==> config.mk <==
export PLATFORM = sky130hd
export DESIGN_NAME = conv2d_ctrl_flat
export DESIGN_NICKNAME = d
export VERILOG_FILES = /design/src/rtl/conv2d_ctrl_if.sv /design/src/rtl/conv2d_ctrl.sv /design/src/flat_wrapper.sv
export SDC_FILE = /design/constraint.sdc
export NUM_CORES = 2
export LEC_CHECK = 0
export CORE_MARGIN = 2
export CORE_UTILIZATION = 45
export CTS_BUF_LIST = sky130_fd_sc_hd__clkbuf_2
export DETAILED_ROUTE_END_ITERATION = 12
export SYNTH_ARGS = -nofsm -noshare
export SYNTH_HDL_FRONTEND = slang
export SYNTH_SLANG_ARGS = --single-unit
==> constraint.sdc <==
create_clock -name clk -period 14.45 [get_ports clk]
set_input_delay 2.1675 -clock clk [delete_from_list [all_inputs] [get_ports clk]]
set_output_delay 2.1675 -clock clk [all_outputs]
set_load 0.005 [all_outputs]
==> src/rtl/conv2d_ctrl_if.sv <==
// Memory-read and PE-array bus bundle for the conv2d controller.
// The master modport is the controller side; the slave modport is the memory/PE side.
interface conv2d_ctrl_if #(
  parameter int unsigned AWIDTH = 32,
  parameter int unsigned DWIDTH = 32
);
  logic              rd_req_valid;
  logic              rd_req_ready;
  logic [AWIDTH-1:0] rd_req_addr;
  logic              rd_resp_valid;
  logic [DWIDTH-1:0] rd_resp_data;
  logic [DWIDTH-1:0] pe_weight_data;
  logic              pe_weight_data_valid;
  logic [DWIDTH-1:0] pe_fm_data;
  logic              pe_fm_data_valid;
  logic              pe_fm_ready;
  logic              res_fire;

  modport master (
    output rd_req_valid, rd_req_addr,
    input  rd_req_ready,
    input  rd_resp_valid, rd_resp_data,
    output pe_weight_data, pe_weight_data_valid,
    output pe_fm_data, pe_fm_data_valid,
    input  pe_fm_ready, res_fire
  );

  modport slave (
    input  rd_req_valid, rd_req_addr,
    output rd_req_ready,
    output rd_resp_valid, rd_resp_data,
    input  pe_weight_data, pe_weight_data_valid,
    input  pe_fm_data, pe_fm_data_valid,
    output pe_fm_ready, res_fire
  );
endinterface

==> src/rtl/conv2d_ctrl.sv <==
// Conv2D job controller: fetches kernel weights, streams the feature map to the PE array, waits for results.
// Optional job cycle counter enabled by defining CONV2D_CTRL_PERF_EN.
module conv2d_ctrl #(
  parameter int unsigned AWIDTH = 32,
  parameter int unsigned DWIDTH = 32,
  parameter int unsigned WT_DIM = 3
) (
  input  logic              clk,
  input  logic              rst,
  input  logic              start,
  input  logic [31:0]       fm_dim,
  input  logic [AWIDTH-1:0] wt_base_addr,
  input  logic [AWIDTH-1:0] fm_base_addr,
  output logic              idle,
  output logic              done,
  output logic [31:0]       cycle_cnt,
  conv2d_ctrl_if.master     bus
);

  localparam int unsigned       WT_N      = WT_DIM * WT_DIM;
  localparam logic [31:0]       WT_N32    = 32'(WT_N);
  localparam logic [AWIDTH-1:0] ADDR_STEP = AWIDTH'(4);

  typedef enum logic [2:0] {
    S_IDLE    = 3'd0,
    S_LOAD_WT = 3'd1,
    S_LOAD_FM = 3'd2,
    S_DRAIN   = 3'd3,
    S_DONE    = 3'd4
  } state_t;

  state_t            state;
  logic [31:0]       fm_dim_q;
  logic [31:0]       fm_total_q;
  logic [AWIDTH-1:0] fm_base_q;
  logic [AWIDTH-1:0] addr_q;
  logic [31:0]       req_cnt_q;
  logic [31:0]       wt_resp_cnt_q;
  logic [31:0]       pop_cnt_q;
  logic [31:0]       res_cnt_q;
  logic [1:0]        out_q;
  logic [DWIDTH-1:0] fifo_mem [2];
  logic              wr_ptr_q;
  logic              rd_ptr_q;
  logic [1:0]        fifo_cnt_q;
  logic              req_valid_q;
  logic              wt_valid_q;
  logic [DWIDTH-1:0] wt_data_q;
  logic              fm_valid_q;
  logic [DWIDTH-1:0] fm_data_q;
  logic              idle_q;
  logic              done_q;

  logic              issue;
  logic              wt_resp;
  logic              push;
  logic              pop;
  logic              res_inc;
  logic [31:0]       req_cnt_n;
  logic [1:0]        out_n;
  logic [1:0]        cnt_n;
  logic              rd_ptr_n;
  logic [DWIDTH-1:0] head_n;
  logic              wt_last;
  logic              fm_last_pop;
  logic              fm_room;

  assign bus.rd_req_valid         = req_valid_q;
  assign bus.rd_req_addr          = addr_q;
  assign bus.pe_weight_data       = wt_data_q;
  assign bus.pe_weight_data_valid = wt_valid_q;
  assign bus.pe_fm_data           = fm_data_q;
  assign bus.pe_fm_data_valid     = fm_valid_q;
  assign idle                     = idle_q;
  assign done                     = done_q;

  // Handshake events and next-cycle FIFO/credit values
  always_comb begin
    issue       = req_valid_q & bus.rd_req_ready;
    wt_resp     = bus.rd_resp_valid && (state == S_LOAD_WT);
    push        = bus.rd_resp_valid && (state == S_LOAD_FM);
    pop         = fm_valid_q & bus.pe_fm_ready;
    res_inc     = bus.res_fire && (state != S_IDLE);
    req_cnt_n   = req_cnt_q + 32'(issue);
    out_n       = out_q + 2'(issue) - 2'(push);
    cnt_n       = fifo_cnt_q + 2'(push) - 2'(pop);
    rd_ptr_n    = rd_ptr_q ^ pop;
    // A word pushed into the slot that becomes the head is forwarded directly
    head_n      = (push && (wr_ptr_q == rd_ptr_n)) ? bus.rd_resp_data : fifo_mem[rd_ptr_n];
    wt_last     = wt_resp && (wt_resp_cnt_q == WT_N32 - 32'd1);
    fm_last_pop = pop && (pop_cnt_q == fm_total_q - 32'd1);
    fm_room     = (3'(out_n) + 3'(cnt_n)) < 3'd2;
  end

  // FSM, request issue, FIFO and PE-side output registers
  always_ff @(posedge clk) begin
    if (rst) begin
      state         <= S_IDLE;
      fm_dim_q      <= 32'd0;
      fm_total_q    <= 32'd0;
      fm_base_q     <= '0;
      addr_q        <= '0;
      req_cnt_q     <= 32'd0;
      wt_resp_cnt_q <= 32'd0;
      pop_cnt_q     <= 32'd0;
      res_cnt_q     <= 32'd0;
      out_q         <= 2'd0;
      wr_ptr_q      <= 1'b0;
      rd_ptr_q      <= 1'b0;
      fifo_cnt_q    <= 2'd0;
      req_valid_q   <= 1'b0;
      wt_valid_q    <= 1'b0;
      wt_data_q     <= '0;
      fm_valid_q    <= 1'b0;
      fm_data_q     <= '0;
      idle_q        <= 1'b1;
      done_q        <= 1'b0;
    end else begin
      done_q <= 1'b0;

      if (push) fifo_mem[wr_ptr_q] <= bus.rd_resp_data;
      wr_ptr_q   <= wr_ptr_q ^ push;
      rd_ptr_q   <= rd_ptr_n;
      fifo_cnt_q <= cnt_n;
      fm_valid_q <= (cnt_n != 2'd0);
      if (cnt_n != 2'd0) fm_data_q <= head_n;

      wt_valid_q <= wt_resp;
      if (wt_resp) wt_data_q <= bus.rd_resp_data;

      if (issue)   addr_q    <= addr_q + ADDR_STEP;
      if (res_inc) res_cnt_q <= res_cnt_q + 32'd1;
      if (pop)     pop_cnt_q <= pop_cnt_q + 32'd1;

      case (state)
        S_IDLE: begin
          if (start) begin
            state         <= S_LOAD_WT;
            idle_q        <= 1'b0;
            fm_dim_q      <= fm_dim;
            fm_total_q    <= 32'(fm_dim * fm_dim);
            fm_base_q     <= fm_base_addr;
            addr_q        <= wt_base_addr;
            req_cnt_q     <= 32'd0;
            wt_resp_cnt_q <= 32'd0;
            pop_cnt_q     <= 32'd0;
            res_cnt_q     <= 32'd0;
            out_q         <= 2'd0;
            req_valid_q   <= (WT_N32 != 32'd0);
          end
        end
        S_LOAD_WT: begin
          req_cnt_q   <= req_cnt_n;
          req_valid_q <= (req_cnt_n < WT_N32);
          if (wt_resp) wt_resp_cnt_q <= wt_resp_cnt_q + 32'd1;
          if (wt_last) begin
            if (fm_dim_q != 32'd0) begin
              state       <= S_LOAD_FM;
              addr_q      <= fm_base_q;
              req_cnt_q   <= 32'd0;
              req_valid_q <= 1'b1;
            end else begin
              state       <= S_DONE;
              done_q      <= 1'b1;
              req_valid_q <= 1'b0;
            end
          end
        end
        S_LOAD_FM: begin
          // Credits: in-flight reads plus buffered words never exceed FIFO depth
          req_cnt_q   <= req_cnt_n;
          out_q       <= out_n;
          req_valid_q <= (req_cnt_n < fm_total_q) && fm_room;
          if (fm_last_pop) begin
            state       <= S_DRAIN;
            req_valid_q <= 1'b0;
          end
        end
        S_DRAIN: begin
          if (res_cnt_q >= fm_total_q) begin
            state  <= S_DONE;
            done_q <= 1'b1;
          end
        end
        S_DONE: begin
          state  <= S_IDLE;
          idle_q <= 1'b1;
        end
        default: begin
          state  <= S_IDLE;
          idle_q <= 1'b1;
        end
      endcase
    end
  end

`ifdef CONV2D_CTRL_PERF_EN
  logic [31:0] cyc_q;

  // Saturating busy-cycle counter, cleared on job acceptance and held while idle
  always_ff @(posedge clk) begin
    if (rst) begin
      cyc_q <= 32'd0;
    end else if (state == S_IDLE) begin
      if (start) cyc_q <= 32'd0;
    end else if (cyc_q != 32'hFFFF_FFFF) begin
      cyc_q <= cyc_q + 32'd1;
    end
  end

  assign cycle_cnt = cyc_q;
`else
  assign cycle_cnt = 32'd0;
`endif

endmodule

==> src/flat_wrapper.sv <==
// flat-port wrapper written by rule: the top's interface ports become plain ports
module conv2d_ctrl_flat 
#(
  parameter int unsigned AWIDTH = 32,
  parameter int unsigned DWIDTH = 32,
  parameter int unsigned WT_DIM = 3
)
  (clk, rst, start, fm_dim, wt_base_addr, fm_base_addr, idle, done, cycle_cnt, bus_rd_req_valid, bus_rd_req_addr, bus_rd_req_ready, bus_rd_resp_valid, bus_rd_resp_data, bus_pe_weight_data, bus_pe_weight_data_valid, bus_pe_fm_data, bus_pe_fm_data_valid, bus_pe_fm_ready, bus_res_fire);
  conv2d_ctrl_if #(.AWIDTH(AWIDTH), .DWIDTH(DWIDTH)) bus_i ();
  input  logic clk;
  input  logic rst;
  input  logic start;
  input  logic [31:0] fm_dim;
  input  logic [AWIDTH-1:0] wt_base_addr;
  input  logic [AWIDTH-1:0] fm_base_addr;
  output logic idle;
  output logic done;
  output logic [31:0] cycle_cnt;
  output wire logic [$bits(bus_i.rd_req_valid)-1:0] bus_rd_req_valid;
  output wire logic [$bits(bus_i.rd_req_addr)-1:0] bus_rd_req_addr;
  input wire logic [$bits(bus_i.rd_req_ready)-1:0] bus_rd_req_ready;
  input wire logic [$bits(bus_i.rd_resp_valid)-1:0] bus_rd_resp_valid;
  input wire logic [$bits(bus_i.rd_resp_data)-1:0] bus_rd_resp_data;
  output wire logic [$bits(bus_i.pe_weight_data)-1:0] bus_pe_weight_data;
  output wire logic [$bits(bus_i.pe_weight_data_valid)-1:0] bus_pe_weight_data_valid;
  output wire logic [$bits(bus_i.pe_fm_data)-1:0] bus_pe_fm_data;
  output wire logic [$bits(bus_i.pe_fm_data_valid)-1:0] bus_pe_fm_data_valid;
  input wire logic [$bits(bus_i.pe_fm_ready)-1:0] bus_pe_fm_ready;
  input wire logic [$bits(bus_i.res_fire)-1:0] bus_res_fire;
  assign bus_rd_req_valid = bus_i.rd_req_valid;
  assign bus_rd_req_addr = bus_i.rd_req_addr;
  assign bus_i.rd_req_ready = bus_rd_req_ready;
  assign bus_i.rd_resp_valid = bus_rd_resp_valid;
  assign bus_i.rd_resp_data = bus_rd_resp_data;
  assign bus_pe_weight_data = bus_i.pe_weight_data;
  assign bus_pe_weight_data_valid = bus_i.pe_weight_data_valid;
  assign bus_pe_fm_data = bus_i.pe_fm_data;
  assign bus_pe_fm_data_valid = bus_i.pe_fm_data_valid;
  assign bus_i.pe_fm_ready = bus_pe_fm_ready;
  assign bus_i.res_fire = bus_res_fire;
  conv2d_ctrl #(.AWIDTH(AWIDTH), .DWIDTH(DWIDTH), .WT_DIM(WT_DIM)) u_core (.clk(clk), .rst(rst), .start(start), .fm_dim(fm_dim), .wt_base_addr(wt_base_addr), .fm_base_addr(fm_base_addr), .idle(idle), .done(done), .cycle_cnt(cycle_cnt), .bus(bus_i));
endmodule
==> metrics.txt <==
# TYPE chip_impl_metric gauge
chip_impl_metric{name="clock_transition_at_path_regs",unit="ns"} 0.09
chip_impl_metric{name="start_util",unit="%"} 45.5
chip_impl_metric{name="rows",unit=""} 98
chip_impl_info{name="setup_repair_after_global_routing_missed_its_margin",value="no"} 1
chip_impl_metric{name="route.detailed.wl_per_inst",unit="µm"} 17.7
chip_impl_info{name="worst_hold_path.endpoint",value="u_core.bus.pe_weight_data[26]$_SDFFE_PP0P_"} 1
chip_impl_info{name="hold_class",value="reg2reg"} 1
chip_impl_metric{name="hpwlAfterDp",unit="µm"} 63800
chip_impl_metric{name="finalCriticalPeriod",unit="ns"} 9.08
chip_impl_metric{name="finClkSkew",unit="ns"} 0.147
chip_impl_metric{name="reg2reg_setup_slack",unit="ns"} 9.64
chip_impl_metric{name="buffer_ports.inserted",unit=""} 235
chip_impl_info{name="path_cells",value="clkdlybuf4s50_1 > nand2_1 > fa_1 > inv_1 > fa_1 > fa_1 > inv_1 > fa_1 > inv_1 > fa_1 > fa_1 > fa_1 > inv_1 > fa_1 > inv_1 > ha_1 > a21oi_1 > a21oi_1 > a2111oi_0 > o211a_1 > nor4_1 > nor3_1 > xor2_1 > o22ai_1"} 1
chip_impl_info{name="critPathMostFrequentCell",value="sky130_fd_sc_hd__fa_1"} 1
chip_impl_info{name="cp-start-kind",value="input port"} 1
chip_impl_metric{name="htree_num_levels",unit=""} 3
chip_impl_metric{name="setup_violations",unit=""} 0
chip_impl_info{name="clock_tree_root_buffer_cell",value="sky130_fd_sc_hd__clkbuf_2"} 1
chip_impl_info{name="min_from",value="u_core.bus.pe_weight_data[26]$_SDFFE_PP0P_"} 1
chip_impl_metric{name="post_synth_edffs",unit=""} 64
chip_impl_metric{name="post_cts_resized",unit=""} 0
chip_impl_metric{name="syn2layout_area_growth",unit="%"} 12.5
chip_impl_metric{name="cts_setup_buffers",unit=""} 0
chip_impl_info{name="tritoncts",value="yes"} 1
chip_impl_metric{name="layout.nets",unit=""} 4544
chip_impl_metric{name="syn_area_per_cell",unit="µm²"} 8.97
chip_impl_metric{name="numCtsBuffers",unit=""} 106
chip_impl_metric{name="reg2reg_depth",unit=""} 18
chip_impl_metric{name="worstHoldPathCells",unit=""} 2
chip_impl_metric{name="grt_overflow",unit=""} 0
chip_impl_metric{name="fillerInstances",unit=""} 6911
chip_impl_metric{name="synth-seq-area-share",unit="%"} 26.4
chip_impl_metric{name="drc",unit=""} 0
chip_impl_metric{name="antenna_violating_nets_left",unit=""} 0
chip_impl_metric{name="cp_data_required_time",unit="ns"} 15.42
chip_impl_info{name="slowest_stage",value="sky130_fd_sc_hd__clkdlybuf4s50_1"} 1
chip_impl_info{name="timing_worst_setup_path_type",value="in2reg"} 1
chip_impl_metric{name="gp_routability_congestion",unit=""} 0.882
chip_impl_metric{name="fp.dieArea",unit="µm²"} 74400
chip_impl_metric{name="ys_ff_latch",unit=""} 396
chip_impl_metric{name="final.setup.worst_slack",unit="ns"} 5.37
chip_impl_metric{name="mappedNetlistArea",unit="µm²"} 32500
chip_impl_metric{name="worst_ep_arrival_time",unit="ns"} 10.05
chip_impl_metric{name="cap_violations",unit=""} 0
chip_impl_metric{name="vias_per_cell",unit=""} 5.17
chip_impl_metric{name="number_of_global_route_vias_before_repair",unit=""} 25400
chip_impl_info{name="run_status",value="completed"} 1
chip_impl_metric{name="cts.sinks",unit=""} 396
chip_impl_metric{name="final.setup.tns",unit="ns"} 0
chip_impl_info{name="worst_r2r_endpoint",value="u_core.bus.rd_req_valid$_SDFFE_PP0P_"} 1
chip_impl_metric{name="fp.coreArea",unit="µm²"} 71500
chip_impl_metric{name="dr_total_vias",unit=""} 25200
chip_impl_metric{name="die_width",unit="µm"} 273
chip_impl_metric{name="pre_cts_slack",unit="ns"} 4.36
chip_impl_metric{name="final-hold-violation-count",unit=""} 0
chip_impl_metric{name="cp_slowest_stage_delay",unit="ns"} 1.22
chip_impl_metric{name="grt_first_pass_wirelength",unit="µm"} 137000
chip_impl_metric{name="cp_max_fo",unit=""} 21
chip_impl_metric{name="number_of_antenna_violations_at_the_first_check_in_global_routing",unit=""} 3
chip_impl_metric{name="final_cycle_utilization_of_the_critical_path",unit="%"} 62.8
chip_impl_metric{name="max_freq",unit="GHz"} 0.110
chip_impl_metric{name="drt_wl_total",unit="µm"} 86100
chip_impl_metric{name="drt_first_pass_iters",unit=""} 6
chip_impl_info{name="r2r_start",value="u_core.bus.rd_req_valid$_SDFFE_PP0P_"} 1
chip_impl_metric{name="clock_insertion_delay_worst_skew",unit="ns"} 1.17
chip_impl_metric{name="synthDistinctLibCells",unit=""} 80
chip_impl_metric{name="async_flop_share",unit="%"} 0
chip_impl_metric{name="grt_max_degree",unit=""} 88
chip_impl_metric{name="tightestPinTransition",unit="ns"} 1.14
chip_impl_metric{name="gr-usage-all-layers",unit="%"} 23.2
chip_impl_info{name="synth_top_flop_cell",value="sky130_fd_sc_hd__dfxtp_1"} 1
chip_impl_metric{name="chipHeight",unit="µm"} 273
chip_impl_metric{name="yosys_synthesis_warning_count",unit=""} 0
chip_impl_metric{name="postCtsHoldBufs",unit=""} 0
chip_impl_metric{name="top_level_ports",unit=""} 268
chip_impl_info{name="setup.worst_path.end_class",value="flip-flop"} 1
chip_impl_metric{name="maxSlewViolCount",unit=""} 0
chip_impl_metric{name="drive_gt1_share",unit="%"} 6.28
chip_impl_metric{name="slew-limit-headroom",unit="%"} 23.4
chip_impl_metric{name="cts_max_path_buffers",unit=""} 3
chip_impl_metric{name="dr.first_iter.drc_count",unit=""} 1611
chip_impl_metric{name="cells_after_synthesis",unit=""} 3626
flip-flops by register name (all words and copies together) (netlist names), 2 cells and up:
name                       cells
u_core.bus.pe_fm_data         32
u_core.bus.pe_weight_data     32
u_core.bus.rd_req_addr        32
u_core.fifo_cnt_q              2
u_core.fifo_mem               64
u_core.fm_base_q              32
u_core.fm_dim_q               31
u_core.fm_total_q             31
u_core.out_q                   2
u_core.pop_cnt_q              32
u_core.req_cnt_q              32
u_core.res_cnt_q              32
u_core.state                   3
u_core.wt_resp_cnt_q          32
logic make-up (layout without fill, tap and decap cells):
| family | count (synthesis) | in the layout | share of synthesized area [%] |
|---|---|---|---|
| compound gates | 508 | 508 | 9.83 |
| xor+xnor | 228 | 228 | 6.14 |
| fa+ha+maj | 568 | 568 | 30.3 |
| buf+inv | 700 | 958 | 8.50 |
| flops | 396 | 396 | 26.4 |
| mux | 38 | 38 | 1.17 |
| other cells | 1 | 35 | 0.0115 |
| simple gates | 1187 | 1187 | 17.7 |
cell usage after synthesis, types with 8 or more instances:
library cell                  n  area share, %
sky130_fd_sc_hd__ha_1       203            7.8
sky130_fd_sc_hd__o22ai_1     13           0.25
sky130_fd_sc_hd__o21a_1      15           0.35
sky130_fd_sc_hd__a211oi_1    13           0.30
sky130_fd_sc_hd__or4_1        9           0.21
sky130_fd_sc_hd__a2111oi_0    8           0.22
sky130_fd_sc_hd__or3_1       14           0.27
sky130_fd_sc_hd__nor4_1      42           0.81
sky130_fd_sc_hd__a21o_1      18           0.42
sky130_fd_sc_hd__nor2_1     223            2.6
sky130_fd_sc_hd__clkbuf_1   145            1.7
sky130_fd_sc_hd__nand3_1     79            1.2
sky130_fd_sc_hd__nor3_1      46           0.71
sky130_fd_sc_hd__xnor2_1    108            2.9
sky130_fd_sc_hd__nand3b_1     8           0.18
sky130_fd_sc_hd__nand2_1    454            5.2
sky130_fd_sc_hd__buf_4       32           0.74
sky130_fd_sc_hd__a22o_1      32           0.86
sky130_fd_sc_hd__and4_1      23           0.62
sky130_fd_sc_hd__xor2_1     120            3.2
sky130_fd_sc_hd__edfxtp_1    64            5.9
sky130_fd_sc_hd__a31oi_1     11           0.21
sky130_fd_sc_hd__fa_1       365             22
sky130_fd_sc_hd__nand2b_1     8           0.15
sky130_fd_sc_hd__and2_1     148            2.8
sky130_fd_sc_hd__a21oi_1    234            3.6
sky130_fd_sc_hd__mux2i_1     37            1.1
sky130_fd_sc_hd__inv_1      509            5.9
sky130_fd_sc_hd__nand4_1     44           0.85
sky130_fd_sc_hd__nor2b_1     19           0.37
sky130_fd_sc_hd__o211ai_1     9           0.21
sky130_fd_sc_hd__and3_1      25           0.48
sky130_fd_sc_hd__or2_2       14           0.27
sky130_fd_sc_hd__dfxtp_1    332             20
sky130_fd_sc_hd__o21ai_0     48           0.74
sky130_fd_sc_hd__a22oi_1     57            1.3
final cells by class:
cell class,count,area (µm²),area share (%)
Tap cell,950,1190,3.25
Antenna cell,3,7.51,0.0205
Inverter,509,1910,5.22
Sequential cell,396,8570,23.4
Clock buffer,166,831,2.27
Clock inverter,16,126,0.345
Multi-Input combinational cell,2561,21400,58.4
Timing Repair Buffer,267,2590,7.07
through the flow:
step                      area [µm²]  util [%]  instances  hold slack [ns]
final                          36600      51.2       4868            0.457
after CTS                      36600      51.2       4865            0.460
after floorplan                32600         -       3657            0.436
after detailed placement       35600      49.8       4683            0.447
after global placement         35600      49.8       4683            0.442
after global routing           36600      51.2       4868            0.475
critical path, delay by kind of cell:
| family | cells | cell delay [ns] |
|---|---|---|
| and+or+nand+nor | 3 | 0.52 |
| xor gates and xnor gates | 1 | 0.16 |
| buffers and inverters | 6 | 1.50 |
| adders and majority gates | 9 | 4.27 |
| AOI/OAI and AO/OA | 5 | 1.37 |
layer usage:
| metal | part of all wire, % | track usage [%] |
|---|---|---|
| met5 | 0 | 0 |
| met4 | 2.6 | 7.16 |
| met3 | 4.1 | 3.36 |
| met2 | 48 | 38.9 |
| met1 | 45 | 31.1 |
cells in the final DEF (no fill, tap or decap), types with 107 or more instances in the layout:
master / netlist / layout
sky130_fd_sc_hd__dfxtp_1: 332 / 332
sky130_fd_sc_hd__clkbuf_2: 1 / 166
sky130_fd_sc_hd__xor2_1: 120 / 120
sky130_fd_sc_hd__nor2_1: 223 / 222
sky130_fd_sc_hd__a21oi_1: 234 / 233
sky130_fd_sc_hd__and2_1: 148 / 148
sky130_fd_sc_hd__nand2_1: 454 / 452
sky130_fd_sc_hd__inv_1: 509 / 509
sky130_fd_sc_hd__clkdlybuf4s50_1: 0 / 233
sky130_fd_sc_hd__ha_1: 203 / 203
sky130_fd_sc_hd__fa_1: 365 / 365
sky130_fd_sc_hd__xnor2_1: 108 / 107
worst max path at each step:
stage	from	to	slack, ns
after floorplan	fm_dim[4]	u_core.fm_total_q[30]$_SDFFE_PP0P_	5.54
after global routing	fm_dim[12]	u_core.fm_total_q[30]$_SDFFE_PP0P_	5.15
after global placement	fm_dim[12]	u_core.fm_total_q[30]$_SDFFE_PP0P_	4.46
final	fm_dim[12]	u_core.fm_total_q[30]$_SDFFE_PP0P_	5.37
after detailed placement	fm_dim[12]	u_core.fm_total_q[30]$_SDFFE_PP0P_	4.36
after CTS	fm_dim[12]	u_core.fm_total_q[30]$_SDFFE_PP0P_	5.55
Power is not shown: default switching activity piles up to over one toggle a cycle in this logic, so the estimate is an artifact.
